**src/rtl/axi_lite_periph_responder_pkg.sv**
```systemverilog
// Shared types and constants for the AXI4-Lite peripheral responder:
// response codes, handshake FSM state encodings and the register width.
package axi_lite_periph_responder_pkg;

    localparam int REG_W = 32;

    localparam logic [1:0] RESP_OKAY   = 2'b00;
    localparam logic [1:0] RESP_SLVERR = 2'b10;

    typedef enum logic [1:0] {
        W_IDLE   = 2'd0,
        W_WAIT_D = 2'd1,
        W_WAIT_A = 2'd2,
        W_RESP   = 2'd3
    } wrState_t;

    typedef enum logic {
        R_IDLE  = 1'b0,
        R_VALID = 1'b1
    } rdState_t;

endpackage

```
**src/rtl/axi_lite_periph_responder_if.sv**
```systemverilog
// AXI4-Lite bus bundle between the CPU peripheral-access controller and
// the responder. master: initiator side, slave: responder side.
interface axi_lite_periph_responder_if #(
    parameter int ADDR_W = 8
);
    import axi_lite_periph_responder_pkg::*;

    logic [ADDR_W-1:0] S_AXI_AWADDR;
    logic              S_AXI_AWVALID;
    logic              S_AXI_AWREADY;
    logic [REG_W-1:0]  S_AXI_WDATA;
    logic [3:0]        S_AXI_WSTRB;
    logic              S_AXI_WVALID;
    logic              S_AXI_WREADY;
    logic [1:0]        S_AXI_BRESP;
    logic              S_AXI_BVALID;
    logic              S_AXI_BREADY;
    logic [ADDR_W-1:0] S_AXI_ARADDR;
    logic              S_AXI_ARVALID;
    logic              S_AXI_ARREADY;
    logic [REG_W-1:0]  S_AXI_RDATA;
    logic [1:0]        S_AXI_RRESP;
    logic              S_AXI_RVALID;
    logic              S_AXI_RREADY;

    modport master (
        output S_AXI_AWADDR, S_AXI_AWVALID,
        input  S_AXI_AWREADY,
        output S_AXI_WDATA, S_AXI_WSTRB, S_AXI_WVALID,
        input  S_AXI_WREADY,
        input  S_AXI_BRESP, S_AXI_BVALID,
        output S_AXI_BREADY,
        output S_AXI_ARADDR, S_AXI_ARVALID,
        input  S_AXI_ARREADY,
        input  S_AXI_RDATA, S_AXI_RRESP, S_AXI_RVALID,
        output S_AXI_RREADY
    );

    modport slave (
        input  S_AXI_AWADDR, S_AXI_AWVALID,
        output S_AXI_AWREADY,
        input  S_AXI_WDATA, S_AXI_WSTRB, S_AXI_WVALID,
        output S_AXI_WREADY,
        output S_AXI_BRESP, S_AXI_BVALID,
        input  S_AXI_BREADY,
        input  S_AXI_ARADDR, S_AXI_ARVALID,
        output S_AXI_ARREADY,
        output S_AXI_RDATA, S_AXI_RRESP, S_AXI_RVALID,
        input  S_AXI_RREADY
    );

endinterface

```
**src/rtl/axi_lite_periph_responder_periph_reg_file.sv**
```systemverilog
// periph_reg_file: register storage with byte-strobe merge, AXI-over-HW
// priority per byte, RegWrPulse generation and the read mux.
// Ports: Clk/Rst, AXI commit (axiWr*), hardware write-back (hwWr*),
// read index/data, flattened RegOut and RegWrPulse.
module periph_reg_file
    import axi_lite_periph_responder_pkg::*;
#(
    parameter int NUM_REGS = 8,
    parameter int IDX_W    = 6
) (
    input  logic                      Clk,
    input  logic                      Rst,
    input  logic                      axiWrEn,
    input  logic [IDX_W-1:0]          axiWrIdx,
    input  logic [REG_W-1:0]          axiWrData,
    input  logic [3:0]                axiWrStrb,
    input  logic                      hwWrEn,
    input  logic [5:0]                hwWrIdx,
    input  logic [REG_W-1:0]          hwWrData,
    input  logic [IDX_W-1:0]          rdIdx,
    output logic [REG_W-1:0]          rdData,
    output logic [NUM_REGS*REG_W-1:0] RegOut,
    output logic [NUM_REGS-1:0]       RegWrPulse
);

    logic [REG_W-1:0]    regs [NUM_REGS];
    logic [NUM_REGS-1:0] axiHit;
    logic [NUM_REGS-1:0] hwHit;

    // Equality against an in-range index doubles as the range check.
    always_comb begin
        axiHit = '0;
        hwHit  = '0;
        for (int i = 0; i < NUM_REGS; i++) begin
            axiHit[i] = axiWrEn && (axiWrIdx == IDX_W'(i));
            hwHit[i]  = hwWrEn && (hwWrIdx == 6'(i));
        end
    end

    // Strobed bytes take AXI data; otherwise HW write-back may fill them.
    always_ff @(posedge Clk or posedge Rst) begin
        if (Rst) begin
            for (int i = 0; i < NUM_REGS; i++) begin
                regs[i] <= '0;
            end
            RegWrPulse <= '0;
        end else begin
            RegWrPulse <= axiHit;
            for (int i = 0; i < NUM_REGS; i++) begin
                for (int b = 0; b < 4; b++) begin
                    if (axiHit[i] && axiWrStrb[b]) begin
                        regs[i][8*b +: 8] <= axiWrData[8*b +: 8];
                    end else if (hwHit[i]) begin
                        regs[i][8*b +: 8] <= hwWrData[8*b +: 8];
                    end
                end
            end
        end
    end

    // Out-of-range index matches nothing and reads as zero.
    always_comb begin
        rdData = '0;
        for (int i = 0; i < NUM_REGS; i++) begin
            if (rdIdx == IDX_W'(i)) begin
                rdData = regs[i];
            end
        end
    end

    for (genvar g = 0; g < NUM_REGS; g++) begin : gOut
        assign RegOut[g*REG_W +: REG_W] = regs[g];
    end

endmodule

```
**src/rtl/axi_lite_periph_responder.sv**
```systemverilog
// AXI4-Lite responder holding NUM_REGS 32-bit peripheral registers.
// Ports: Clk, Rst (async high), axi (slave modport), RegOut, RegWrPulse,
// HwWrEn/HwWrIdx/HwWrData. Define AXI_SLV_ERR_EN for SLVERR on
// out-of-range accesses; otherwise they answer OKAY.
module axi_lite_periph_responder
    import axi_lite_periph_responder_pkg::*;
#(
    parameter int NUM_REGS = 8,
    parameter int ADDR_W   = 8
) (
    input  logic                      Clk,
    input  logic                      Rst,
    axi_lite_periph_responder_if.slave axi,
    output logic [NUM_REGS*REG_W-1:0] RegOut,
    output logic [NUM_REGS-1:0]       RegWrPulse,
    input  logic                      HwWrEn,
    input  logic [5:0]                HwWrIdx,
    input  logic [REG_W-1:0]          HwWrData
);

    localparam int IDX_W = ADDR_W - 2;

`ifdef AXI_SLV_ERR_EN
    localparam logic [1:0] RESP_OOR = RESP_SLVERR;
`else
    localparam logic [1:0] RESP_OOR = RESP_OKAY;
`endif

    // Holds all readies low during reset and until the first clock after.
    logic readyEn;

    always_ff @(posedge Clk or posedge Rst) begin
        if (Rst) readyEn <= 1'b0;
        else     readyEn <= 1'b1;
    end

    logic unusedAddrBits;
    assign unusedAddrBits = ^{axi.S_AXI_AWADDR[1:0], axi.S_AXI_ARADDR[1:0]};

    // ---------------- write channel ----------------
    wrState_t         wrState;
    wrState_t         wrNext;
    logic             awReady;
    logic             wReady;
    logic             awHs;
    logic             wHs;
    logic             commit;
    logic [IDX_W-1:0] awIdxQ;
    logic [REG_W-1:0] wDataQ;
    logic [3:0]       wStrbQ;
    logic [IDX_W-1:0] cIdx;
    logic [REG_W-1:0] cData;
    logic [3:0]       cStrb;
    logic             cInRange;
    logic [1:0]       bResp;

    assign awReady = readyEn && (wrState == W_IDLE || wrState == W_WAIT_A);
    assign wReady  = readyEn && (wrState == W_IDLE || wrState == W_WAIT_D);
    assign awHs    = awReady && axi.S_AXI_AWVALID;
    assign wHs     = wReady && axi.S_AXI_WVALID;

    // Pick live bus values or the half latched in an earlier cycle.
    assign cIdx  = (wrState == W_WAIT_D) ? awIdxQ
                                          : axi.S_AXI_AWADDR[ADDR_W-1:2];
    assign cData = (wrState == W_WAIT_A) ? wDataQ : axi.S_AXI_WDATA;
    assign cStrb = (wrState == W_WAIT_A) ? wStrbQ : axi.S_AXI_WSTRB;
    assign cInRange = {1'b0, cIdx} < (IDX_W + 1)'(NUM_REGS);

    always_comb begin
        wrNext = wrState;
        commit = 1'b0;
        unique case (wrState)
            W_IDLE: begin
                if (awHs && wHs) begin
                    commit = 1'b1;
                    wrNext = W_RESP;
                end else if (awHs) begin
                    wrNext = W_WAIT_D;
                end else if (wHs) begin
                    wrNext = W_WAIT_A;
                end
            end
            W_WAIT_D: begin
                if (wHs) begin
                    commit = 1'b1;
                    wrNext = W_RESP;
                end
            end
            W_WAIT_A: begin
                if (awHs) begin
                    commit = 1'b1;
                    wrNext = W_RESP;
                end
            end
            W_RESP: begin
                if (axi.S_AXI_BREADY) wrNext = W_IDLE;
            end
            default: wrNext = W_IDLE;
        endcase
    end

    always_ff @(posedge Clk or posedge Rst) begin
        if (Rst) begin
            wrState <= W_IDLE;
            awIdxQ  <= '0;
            wDataQ  <= '0;
            wStrbQ  <= '0;
            bResp   <= RESP_OKAY;
        end else begin
            wrState <= wrNext;
            if (awHs) awIdxQ <= axi.S_AXI_AWADDR[ADDR_W-1:2];
            if (wHs) begin
                wDataQ <= axi.S_AXI_WDATA;
                wStrbQ <= axi.S_AXI_WSTRB;
            end
            if (commit) bResp <= cInRange ? RESP_OKAY : RESP_OOR;
        end
    end

    assign axi.S_AXI_AWREADY = awReady;
    assign axi.S_AXI_WREADY  = wReady;
    assign axi.S_AXI_BVALID  = (wrState == W_RESP);
    assign axi.S_AXI_BRESP   = bResp;

    // ---------------- read channel ----------------
    rdState_t         rdState;
    rdState_t         rdNext;
    logic             arReady;
    logic             arHs;
    logic [IDX_W-1:0] arIdx;
    logic             arInRange;
    logic [REG_W-1:0] rdWord;
    logic [REG_W-1:0] rData;
    logic [1:0]       rResp;

    assign arReady   = readyEn && (rdState == R_IDLE);
    assign arHs      = arReady && axi.S_AXI_ARVALID;
    assign arIdx     = axi.S_AXI_ARADDR[ADDR_W-1:2];
    assign arInRange = {1'b0, arIdx} < (IDX_W + 1)'(NUM_REGS);

    always_comb begin
        rdNext = rdState;
        unique case (rdState)
            R_IDLE:  if (arHs) rdNext = R_VALID;
            R_VALID: if (axi.S_AXI_RREADY) rdNext = R_IDLE;
            default: rdNext = R_IDLE;
        endcase
    end

    // rdWord reflects pre-edge contents, so same-edge writes read old data.
    always_ff @(posedge Clk or posedge Rst) begin
        if (Rst) begin
            rdState <= R_IDLE;
            rData   <= '0;
            rResp   <= RESP_OKAY;
        end else begin
            rdState <= rdNext;
            if (arHs) begin
                rData <= rdWord;
                rResp <= arInRange ? RESP_OKAY : RESP_OOR;
            end
        end
    end

    assign axi.S_AXI_ARREADY = arReady;
    assign axi.S_AXI_RVALID  = (rdState == R_VALID);
    assign axi.S_AXI_RDATA   = rData;
    assign axi.S_AXI_RRESP   = rResp;

    periph_reg_file #(
        .NUM_REGS (NUM_REGS),
        .IDX_W    (IDX_W)
    ) uRegFile (
        .Clk        (Clk),
        .Rst        (Rst),
        .axiWrEn    (commit),
        .axiWrIdx   (cIdx),
        .axiWrData  (cData),
        .axiWrStrb  (cStrb),
        .hwWrEn     (HwWrEn),
        .hwWrIdx    (HwWrIdx),
        .hwWrData   (HwWrData),
        .rdIdx      (arIdx),
        .rdData     (rdWord),
        .RegOut     (RegOut),
        .RegWrPulse (RegWrPulse)
    );

endmodule

```
**src/flat_wrapper.sv**
```systemverilog
// flat-port wrapper written by rule: the top's interface ports become plain ports
module axi_lite_periph_responder_flat import axi_lite_periph_responder_pkg::*;
#(
    parameter int NUM_REGS = 8,
    parameter int ADDR_W   = 8
)
  (Clk, Rst, RegOut, RegWrPulse, HwWrEn, HwWrIdx, HwWrData, axi_S_AXI_AWADDR, axi_S_AXI_AWVALID, axi_S_AXI_AWREADY, axi_S_AXI_WDATA, axi_S_AXI_WSTRB, axi_S_AXI_WVALID, axi_S_AXI_WREADY, axi_S_AXI_BRESP, axi_S_AXI_BVALID, axi_S_AXI_BREADY, axi_S_AXI_ARADDR, axi_S_AXI_ARVALID, axi_S_AXI_ARREADY, axi_S_AXI_RDATA, axi_S_AXI_RRESP, axi_S_AXI_RVALID, axi_S_AXI_RREADY);
  axi_lite_periph_responder_if #(.ADDR_W(ADDR_W)) axi_i ();
  input  logic Clk;
  input  logic Rst;
  output logic [NUM_REGS*REG_W-1:0] RegOut;
  output logic [NUM_REGS-1:0] RegWrPulse;
  input  logic HwWrEn;
  input  logic [5:0] HwWrIdx;
  input  logic [REG_W-1:0] HwWrData;
  input wire logic [$bits(axi_i.S_AXI_AWADDR)-1:0] axi_S_AXI_AWADDR;
  input wire logic [$bits(axi_i.S_AXI_AWVALID)-1:0] axi_S_AXI_AWVALID;
  output wire logic [$bits(axi_i.S_AXI_AWREADY)-1:0] axi_S_AXI_AWREADY;
  input wire logic [$bits(axi_i.S_AXI_WDATA)-1:0] axi_S_AXI_WDATA;
  input wire logic [$bits(axi_i.S_AXI_WSTRB)-1:0] axi_S_AXI_WSTRB;
  input wire logic [$bits(axi_i.S_AXI_WVALID)-1:0] axi_S_AXI_WVALID;
  output wire logic [$bits(axi_i.S_AXI_WREADY)-1:0] axi_S_AXI_WREADY;
  output wire logic [$bits(axi_i.S_AXI_BRESP)-1:0] axi_S_AXI_BRESP;
  output wire logic [$bits(axi_i.S_AXI_BVALID)-1:0] axi_S_AXI_BVALID;
  input wire logic [$bits(axi_i.S_AXI_BREADY)-1:0] axi_S_AXI_BREADY;
  input wire logic [$bits(axi_i.S_AXI_ARADDR)-1:0] axi_S_AXI_ARADDR;
  input wire logic [$bits(axi_i.S_AXI_ARVALID)-1:0] axi_S_AXI_ARVALID;
  output wire logic [$bits(axi_i.S_AXI_ARREADY)-1:0] axi_S_AXI_ARREADY;
  output wire logic [$bits(axi_i.S_AXI_RDATA)-1:0] axi_S_AXI_RDATA;
  output wire logic [$bits(axi_i.S_AXI_RRESP)-1:0] axi_S_AXI_RRESP;
  output wire logic [$bits(axi_i.S_AXI_RVALID)-1:0] axi_S_AXI_RVALID;
  input wire logic [$bits(axi_i.S_AXI_RREADY)-1:0] axi_S_AXI_RREADY;
  assign axi_i.S_AXI_AWADDR = axi_S_AXI_AWADDR;
  assign axi_i.S_AXI_AWVALID = axi_S_AXI_AWVALID;
  assign axi_S_AXI_AWREADY = axi_i.S_AXI_AWREADY;
  assign axi_i.S_AXI_WDATA = axi_S_AXI_WDATA;
  assign axi_i.S_AXI_WSTRB = axi_S_AXI_WSTRB;
  assign axi_i.S_AXI_WVALID = axi_S_AXI_WVALID;
  assign axi_S_AXI_WREADY = axi_i.S_AXI_WREADY;
  assign axi_S_AXI_BRESP = axi_i.S_AXI_BRESP;
  assign axi_S_AXI_BVALID = axi_i.S_AXI_BVALID;
  assign axi_i.S_AXI_BREADY = axi_S_AXI_BREADY;
  assign axi_i.S_AXI_ARADDR = axi_S_AXI_ARADDR;
  assign axi_i.S_AXI_ARVALID = axi_S_AXI_ARVALID;
  assign axi_S_AXI_ARREADY = axi_i.S_AXI_ARREADY;
  assign axi_S_AXI_RDATA = axi_i.S_AXI_RDATA;
  assign axi_S_AXI_RRESP = axi_i.S_AXI_RRESP;
  assign axi_S_AXI_RVALID = axi_i.S_AXI_RVALID;
  assign axi_i.S_AXI_RREADY = axi_S_AXI_RREADY;
  axi_lite_periph_responder #(.NUM_REGS(NUM_REGS), .ADDR_W(ADDR_W)) u_core (.Clk(Clk), .Rst(Rst), .axi(axi_i), .RegOut(RegOut), .RegWrPulse(RegWrPulse), .HwWrEn(HwWrEn), .HwWrIdx(HwWrIdx), .HwWrData(HwWrData));
endmodule
```
**config.mk**
```make
export PLATFORM = sky130hd
export DESIGN_NAME = axi_lite_periph_responder_flat
export DESIGN_NICKNAME = d
export VERILOG_FILES = /design/src/rtl/axi_lite_periph_responder_pkg.sv /design/src/rtl/axi_lite_periph_responder_if.sv /design/src/rtl/axi_lite_periph_responder_periph_reg_file.sv /design/src/rtl/axi_lite_periph_responder.sv /design/src/flat_wrapper.sv
export SDC_FILE = /design/constraint.sdc
export NUM_CORES = 1
export LEC_CHECK = 0
export ABC_AREA = 0
export CAP_MARGIN = 20
export CORE_MARGIN = 2
export CORE_UTILIZATION = 45
export CTS_CLUSTER_DIAMETER = 60
export CTS_CLUSTER_SIZE = 40
export DETAILED_ROUTE_END_ITERATION = 16
export GPL_TIMING_DRIVEN = 0
export PLACE_DENSITY = 0.72
export SLEW_MARGIN = 15
export SYNTH_ARGS = -nofsm -noshare
export SYNTH_HDL_FRONTEND = slang
export SYNTH_SLANG_ARGS = --single-unit
```
**constraint.sdc**
```tcl
create_clock -name Clk -period 12.9 [get_ports Clk]
set_input_delay 2.58 -clock Clk [delete_from_list [all_inputs] [get_ports Clk]]
set_output_delay 2.58 -clock Clk [all_outputs]
set_load 0.005 [all_outputs]
```
==> impl_metrics.py, run 1 <==
metrics = {
    "hold_path": {
        "worstHoldPathCells": 1,
        "min-delay-path-class": "register to register",
        "hp-start": "u_core.wDataQ[0]$_DFFE_PP0P_",
        "min_to": "u_core.wDataQ[0]$_DFFE_PP0P_",
    },
    "grt": {
        "groute.usage.overall": 0.338,
        "grt_first_pass_wirelength_um": 108000,
        "first_global_vias": 15815,
        "pin_count_of_the_biggest_net_entering_global_routing": 104,
        "grt_antenna_before_repair": 3,
        "grt_overflow_total": 0,
    },
    "clock_network": {
        "postCtsSetupRepairBufs": 0,
        "cts.root.buffer_cell": "sky130_fd_sc_hd__clkbuf_16",
        "clkTransAtPathRegs_ns": 0.06,
        "cts_buffers": 35,
        "tritoncts_clock_tree": "done",
        "worstSkewPairLatency_ns": 0.56,
        "clk_path_buf_depth": 3,
        "h-tree-depth": 2,
        "resize_count_post_cts": 0,
        "cts-hold-fix-buffers": 0,
        "number_of_sinks_driven_by_the_clock_tree": 342,
    },
    "timing": {
        "finalSetupViolations": 0,
        "slew_violations": 0,
        "fin_crit_ns": 5.30,
        "fin_crit_sh": 0.411,
        "worst_clock_skew_ns": 0.0245,
        "hold_viol": 0,
        "max-slew-margin-rel": 0.212,
        "hold-worst-slack_ns": 0.503,
        "achievable-frequency_ghz": 0.189,
        "timing_worst_slew_pin_value_ns": 1.18,
        "rsz0062_at_grt": "no",
    },
    "routing": {
        "final_antenna_net_count": 0,
        "route.detailed.wl_per_inst_um": 30.2,
        "drt_pre_antenna_iters": 6,
        "via_per_inst": 6.25,
        "first_iter_violations": 1247,
        "postRouteWirelength_um": 74200,
        "drcViolationCount": 0,
        "total_number_of_vias": 15330,
    },
    "layout": {
        "layout-area-overhead-vs-synth_pct": 30.4,
        "n_fill_cell": 3402,
        "post_route_cells_drive_above_1_share": 0.130,
        "n_antenna_cell": 0,
        "finish.cell_count_without_fillers": 2453,
        "regArea_um2": 8560,
        "multi_input_comb_area_um2": 9550,
        "fin_nets": 1998,
    },
    "critical_path": {
        "worst_r2r_startpoint": "u_core.wrState[1]$_DFFE_PP0P_",
        "slowest_cell_on_the_critical_path": "sky130_fd_sc_hd__nor4b_1",
        "critical_path_fanouts_max": 10,
        "timing.critical_path.max_delay_family": "simple AND/OR/NAND/NOR gates",
        "cp_data_required_time_ns": 13.27,
        "critical_path.n_buffers_inverters": 2,
        "critical-path-top-cell-by-count": "sky130_fd_sc_hd__mux2i_1",
        "cp_cell_sequence": "clkdlybuf4s50_1, nor4b_1, nand3_1, clkbuf_1, mux2i_1, mux2i_1",
        "worst-endpoint-arrival_ns": 5.67,
        "timing.critical_path.from_type": "primary input",
        "worst-r2r-setup-slack_ns": 9.64,
        "setup.worst_path.end_class": "register",
        "critical_path.max_stage_delay_ns": 0.86,
        "worst_r2r_path_depth": 8,
        "timing.setup.critical_path_class": "primary input to register",
        "timing.rr.end": "u_core.uRegFile.RegOut[15]$_DFFE_PP0P_",
    },
    "placed_design": {
        "place.gp.congestion": 0.893,
        "detailedPlacementHpwl_um": 52600,
        "i_o_buffers": 357,
        "place_inst": 2389,
    },
    "power": {
        "power.internal_uw": 2770,
        "max-vdd-ir-drop_uv": 108,
        "netSwitchingPower_uw": 1450,
        "power.leakage_uw": 0.0107,
        "pwr-share-comb": 0.345,
        "power_density_nw_per_um2": 172,
        "p_clk_frac": 0.275,
        "seq_power_share": 0.380,
        "netSwitchingFraction": 0.344,
    },
    "floorplan": {
        "die_y_um": 208,
        "design.die.area_um2": 43400,
        "horizontal_die_dimension_um": 208,
        "start_util": 0.458,
        "floorplan.core_area_um2": 41000,
        "boundaryPins": 403,
        "rows": 74,
    },
    "synthesis": {
        "synth-async-reset-ratio": 1.00,
        "ys_ff_latch": 342,
        "synth.cell_area_um2": 18800,
        "synthesis.area_per_instance_um2": 12.6,
        "synth-edff-count": 0,
        "seq_area_frac_synth": 0.456,
        "yosys_warnings": 0,
        "yosys_most_used_dff": "sky130_fd_sc_hd__dfrtp_1",
        "syn-instance-count": 1491,
        "synth.lib_cells_used.distinct": 51,
    },
    "run": {
        "max_cap_viol_count": 0,
    },
    "outcome": {
        "outcome": "finished clean",
    },
}
## logic make-up after synthesis
logic type | Yosys count | synth area share
simple gates | 139 | 0.0568
flops | 342 | 0.456
mux | 659 | 0.377
compound gates | 197 | 0.0710
buf+inv | 148 | 0.0367
fa+ha+maj | 4 | 0.00267
other cells | 2 | 0.000400
## metrics by stage
step	total power [uW]	setup WS [ns]	setup TNS (ns)	util	area, um2
after floorplan	2260	0.840	0	-	18800
after global placement	3010	-3.81	-1286.68	0.561	23000
after detailed placement	3060	7.17	0	0.565	23200
after CTS	4220	7.68	0	0.596	24400
after global routing	4390	7.55	0	0.597	24500
final	4220	7.60	0	0.597	24500
## layout make-up
cell class              instances  area share
repair buffers                365       0.152
multi-input cells            1004       0.390
well taps                     532      0.0272
flip-flops and latches        342       0.350
plain buffers                 140      0.0269
inverters                       8     0.00153
clock inverters                23      0.0141
clock buffers                  39      0.0385
## sequential cells by signal (all words and copies together) (netlist names)
name and count:
u_core.uRegFile.RegOut 256, u_core.axi.S_AXI_RDATA 32, u_core.wDataQ 32, u_core.uRegFile.RegWrPulse 8, u_core.awIdxQ 6, u_core.wStrbQ 4
u_core.wrState 2, u_core.axi.S_AXI_RVALID 1, u_core.readyEn 1
## layout by cell type (no fill, tap or decap), drive strengths merged, types with 5 or more instances in the layout
cell / count
nor3: 33
nand3: 7
nand3b: 12
dfrtp: 342
a221oi: 8
nor2: 24
clkdlybuf4s50: 357
mux4: 31
a22oi: 41
buf: 60
conb: 5
mux2i: 556
inv: 17
clkbuf: 127
nand2: 12
o21ai: 37
nor2b: 25
a21oi: 33
clkinv: 5
mux2: 72
o22a: 20
o211ai: 17
o22ai: 22
a22o: 5
bufinv: 6
## worst max path at each step
stage / startpoint / to / slack [ns] / cells past startpoint
after detailed placement: HwWrIdx[3] / u_core.uRegFile.RegOut[36]$_DFFE_PP0P_ / 7.17 / 6
after CTS: HwWrIdx[3] / u_core.uRegFile.RegOut[36]$_DFFE_PP0P_ / 7.68 / 6
after floorplan: Rst / u_core.awIdxQ[0]$_DFFE_PP0P_ / 0.84 / 1
after global placement: Rst / u_core.wDataQ[2]$_DFFE_PP0P_ / -3.81 / 2
final: HwWrIdx[3] / u_core.uRegFile.RegOut[36]$_DFFE_PP0P_ / 7.60 / 6
after global routing: HwWrIdx[3] / u_core.uRegFile.RegOut[36]$_DFFE_PP0P_ / 7.55 / 6
## cell usage after synthesis, types with 10 or more instances
master,n,area (um2)
sky130_fd_sc_hd__a21oi_1,33,165
sky130_fd_sc_hd__a22oi_1,40,300
sky130_fd_sc_hd__buf_2,25,125
sky130_fd_sc_hd__buf_4,11,82.6
sky130_fd_sc_hd__clkbuf_1,88,330
sky130_fd_sc_hd__dfrtp_1,342,8560
sky130_fd_sc_hd__mux2_2,72,811
sky130_fd_sc_hd__mux2i_1,556,5570
sky130_fd_sc_hd__mux4_2,31,698
sky130_fd_sc_hd__nand2_1,12,45.0
sky130_fd_sc_hd__nand3b_1,12,90.1
sky130_fd_sc_hd__nor2_1,24,90.1
sky130_fd_sc_hd__nor2b_1,25,156
sky130_fd_sc_hd__nor3_2,10,100
sky130_fd_sc_hd__nor3_4,16,260
sky130_fd_sc_hd__o211ai_1,17,128
sky130_fd_sc_hd__o21ai_0,37,185
sky130_fd_sc_hd__o22a_1,20,175
sky130_fd_sc_hd__o22ai_1,22,138
## metal layers
layer | track usage | vias to the layer above | share of wire
met5 | 0 | - | 0.00036
met4 | 0.166 | 4 | 0.053
met3 | 0.0844 | 197 | 0.089
met2 | 0.518 | 865 | 0.45
met1 | 0.449 | 7867 | 0.41
li1 | - | 6397 | -
## power by group through the flow
| stage | logic, uW | clock network (uW) | registers, uW |
|---|---|---|---|
| 5_1_grt | 1550 | 1210 | 1630 |
| 3_5_place_dp | 1440 | 0 | 1610 |
| 6_report | 1460 | 1160 | 1600 |
| 3_3_place_gp | 1410 | 0 | 1600 |
| 2_1_floorplan | 714 | 0 | 1550 |
| 4_1_cts | 1450 | 1170 | 1600 |
## worst reg2reg max path: cells and delay by family (launching register included)
family                     cells  cell delay (ns)
AOI/OAI and AO/OA              1             0.50
adders and majority gates      1             0.18
buffers and inverters          3             0.39
DFF                            1             0.42
muxes                          2             0.86
and+or+nand+nor                1             0.84
Power figures use the tool's default switching activity.
==> run 2: changes to the inputs <==
--- a/config.mk
+++ b/config.mk
@@ -13,7 +13,7 @@
 export CTS_CLUSTER_SIZE = 40
 export DETAILED_ROUTE_END_ITERATION = 16
 export GPL_TIMING_DRIVEN = 0
-export PLACE_DENSITY = 0.72
+export PLACE_DENSITY = 0.75
 export SLEW_MARGIN = 15
 export SYNTH_ARGS = -nofsm -noshare
 export SYNTH_HDL_FRONTEND = slang
==> constraint.sdc (replaced) <==
create_clock -name Clk -period 4.45 [get_ports Clk]
set_input_delay 0.89 -clock Clk [delete_from_list [all_inputs] [get_ports Clk]]
set_output_delay 0.89 -clock Clk [all_outputs]
set_load 0.005 [all_outputs]
==> impl_metrics.py, run 2 (same netlist as run 1, synthesis figures left out) <==
metrics = {
    "outcome": {
        "outcome": "finished clean",
    },
    "layout": {
        "mostFrequentLayoutCell": "sky130_fd_sc_hd__mux2i_1",
        "layout_common_cells": "sky130_fd_sc_hd__mux2i_1 (556), sky130_fd_sc_hd__clkdlybuf4s50_1 (357), sky130_fd_sc_hd__dfrtp_1 (342)",
        "layout-area-overhead-vs-synth_pct": 30.8,
        "post_route_cells_drive_above_1_share": 0.134,
        "fin_nets": 2005,
        "largest_reg_flops": 256,
    },
    "floorplan": {
        "boundaryPins": 403,
        "horizontal_die_dimension_um": 208,
        "start_util": 0.458,
        "die_y_um": 208,
        "floorplan.core_area_um2": 41000,
        "design.die.area_um2": 43400,
        "rows": 74,
    },
    "routing": {
        "total_number_of_vias": 15416,
        "drt_pre_antenna_iters": 6,
        "via_per_inst": 6.26,
        "postRouteWirelength_um": 75100,
        "first_iter_violations": 1420,
        "drcViolationCount": 0,
        "final_antenna_net_count": 0,
        "route.detailed.wl_per_inst_um": 30.5,
    },
    "clock_network": {
        "resize_count_post_cts": 0,
        "clk_path_buf_depth": 3,
        "number_of_sinks_driven_by_the_clock_tree": 342,
        "h-tree-depth": 2,
        "clkTransAtPathRegs_ns": 0.09,
        "worstSkewPairLatency_ns": 0.57,
        "tritoncts_clock_tree": "done",
        "cts-hold-fix-buffers": 0,
        "postCtsSetupRepairBufs": 0,
        "cts_buffers": 34,
        "cts.root.buffer_cell": "sky130_fd_sc_hd__clkbuf_16",
    },
    "placed_design": {
        "place.gp.congestion": 0.913,
        "detailedPlacementHpwl_um": 53800,
        "dp_slack_ns": 0.352,
        "i_o_buffers": 357,
    },
    "power": {
        "max-vdd-ir-drop_uv": 274,
        "p_clk_frac": 0.269,
        "netSwitchingFraction": 0.353,
        "pwr-share-comb": 0.349,
        "power_density_nw_per_um2": 496,
        "power.leakage_uw": 0.0108,
        "power.total_uw": 12200,
        "netSwitchingPower_uw": 4300,
        "seq_power_share": 0.382,
        "power.internal_uw": 7890,
    },
    "critical_path": {
        "worst_r2r_startpoint": "u_core.wrState[0]$_DFFE_PP0P_",
        "timing.critical_path.from_type": "primary input",
        "timing.setup.critical_path_class": "primary input to register",
        "cp_data_required_time_ns": 4.86,
        "critical-path-top-cell-by-count": "sky130_fd_sc_hd__mux2i_1",
        "timing.rr.end": "u_core.uRegFile.RegOut[195]$_DFFE_PP0P_",
        "critical_path_fanouts_max": 10,
        "critPathLaunch": "HwWrIdx[3]",
        "setup.worst_path.end_class": "register",
        "critical_path.max_stage_delay_ns": 0.94,
        "slowest_cell_on_the_critical_path": "sky130_fd_sc_hd__nor4b_1",
        "worst_r2r_path_depth": 6,
        "cp_cell_sequence": "clkdlybuf4s50_1, nor4b_1, nand3_1, clkbuf_1, mux2i_1, mux2i_1",
        "worst-endpoint-arrival_ns": 4.12,
        "worst-r2r-setup-slack_ns": 1.20,
    },
    "grt": {
        "grt_antenna_before_repair": 4,
        "grt_overflow_total": 0,
        "groute.usage.overall": 0.344,
        "pin_count_of_the_biggest_net_entering_global_routing": 37,
        "grt_first_pass_wirelength_um": 110000,
        "first_global_vias": 16010,
    },
    "run": {
        "max_cap_viol_count": 0,
    },
    "timing": {
        "hold_viol": 0,
        "rsz0062_at_grt": "no",
        "hold-worst-slack_ns": 0.508,
        "final_critical_path_setup_slack_ns": 0.740,
        "finalSetupViolations": 0,
        "max-slew-margin-rel": 0.217,
        "timing_worst_slew_pin_value_ns": 1.17,
        "slew_violations": 0,
        "fin_crit_sh": 0.834,
        "sum_of_negative_setup_slack_ns": 0,
        "fin_crit_ns": 3.71,
        "worst_clock_skew_ns": 0.0293,
        "achievable-frequency_ghz": 0.270,
    },
    "hold_path": {
        "hp-start": "u_core.wDataQ[4]$_DFFE_PP0P_",
        "min_to": "u_core.wDataQ[4]$_DFFE_PP0P_",
        "worstHoldPathCells": 1,
        "min-delay-path-class": "register to register",
    },
}
run 2: changes by cell type in the layout (fill, tap and decap cells not counted), moves of 2 or more:
cell                        previous run  this run
sky130_fd_sc_hd__clkinv_4              0         3
sky130_fd_sc_hd__buf_8                 2         0
sky130_fd_sc_hd__buf_16                3         1
sky130_fd_sc_hd__buf_12                0        10
sky130_fd_sc_hd__bufinv_16             6         3
sky130_fd_sc_hd__inv_12                0         2
sky130_fd_sc_hd__buf_6                11        13
run 2: layer usage:
metal	vias to the layer above	wire length, um	track usage
li1	6402	-	-
met1	7941	29900	0.453
met2	867	34400	0.534
met3	200	7180	0.0921
met4	6	3600	0.155
met5	-	34	0
run 2: worst max-delay path: cells and delay by family:
family	cells	cell delay (ns)
AND/OR/NAND/NOR	2	1.67
multiplexers	2	0.48
buffers and inverters	2	1.07
run 2: power by group through the flow:
stage,registers [uW],clock network (uW),logic (uW)
after floorplan,4490,0,2070
after global placement,4640,0,4070
after detailed placement,4670,0,4220
after CTS,4620,3280,4240
after global routing,4730,3410,4540
final,4660,3280,4260
run 2: final cells by class:
type	count	area, um2
Clock inverter	24	309
Multi-Input combinational cell	1004	9540
Sequential cell	342	8560
Buffer	140	659
Fill cell	3332	16400
Clock buffer	38	940
Tap cell	532	666
Inverter	8	33.8
Antenna cell	1	2.50
Timing Repair Buffer	373	3860
run 2: worst max-delay path by stage:
stage | to | slack [ns] | cells past startpoint
after floorplan | u_core.awIdxQ[0]$_DFFE_PP0P_ | -1.01 | 1
after global placement | u_core.wDataQ[3]$_DFFE_PP0P_ | -3.56 | 2
after detailed placement | u_core.uRegFile.RegOut[40]$_DFFE_PP0P_ | 0.35 | 6
after CTS | u_core.uRegFile.RegOut[40]$_DFFE_PP0P_ | 0.92 | 6
after global routing | u_core.uRegFile.RegOut[40]$_DFFE_PP0P_ | 0.76 | 6
final | u_core.uRegFile.RegOut[40]$_DFFE_PP0P_ | 0.74 | 6
run 2: stage by stage:
stage                     instances  cell area [um2]  utilization
final                          2462            24600        0.599
after global routing           2462            24600        0.599
after CTS                      2458            24500        0.598
after detailed placement       2396            23300        0.568
after global placement         2383            23000        0.561
after floorplan                1494            18800            -
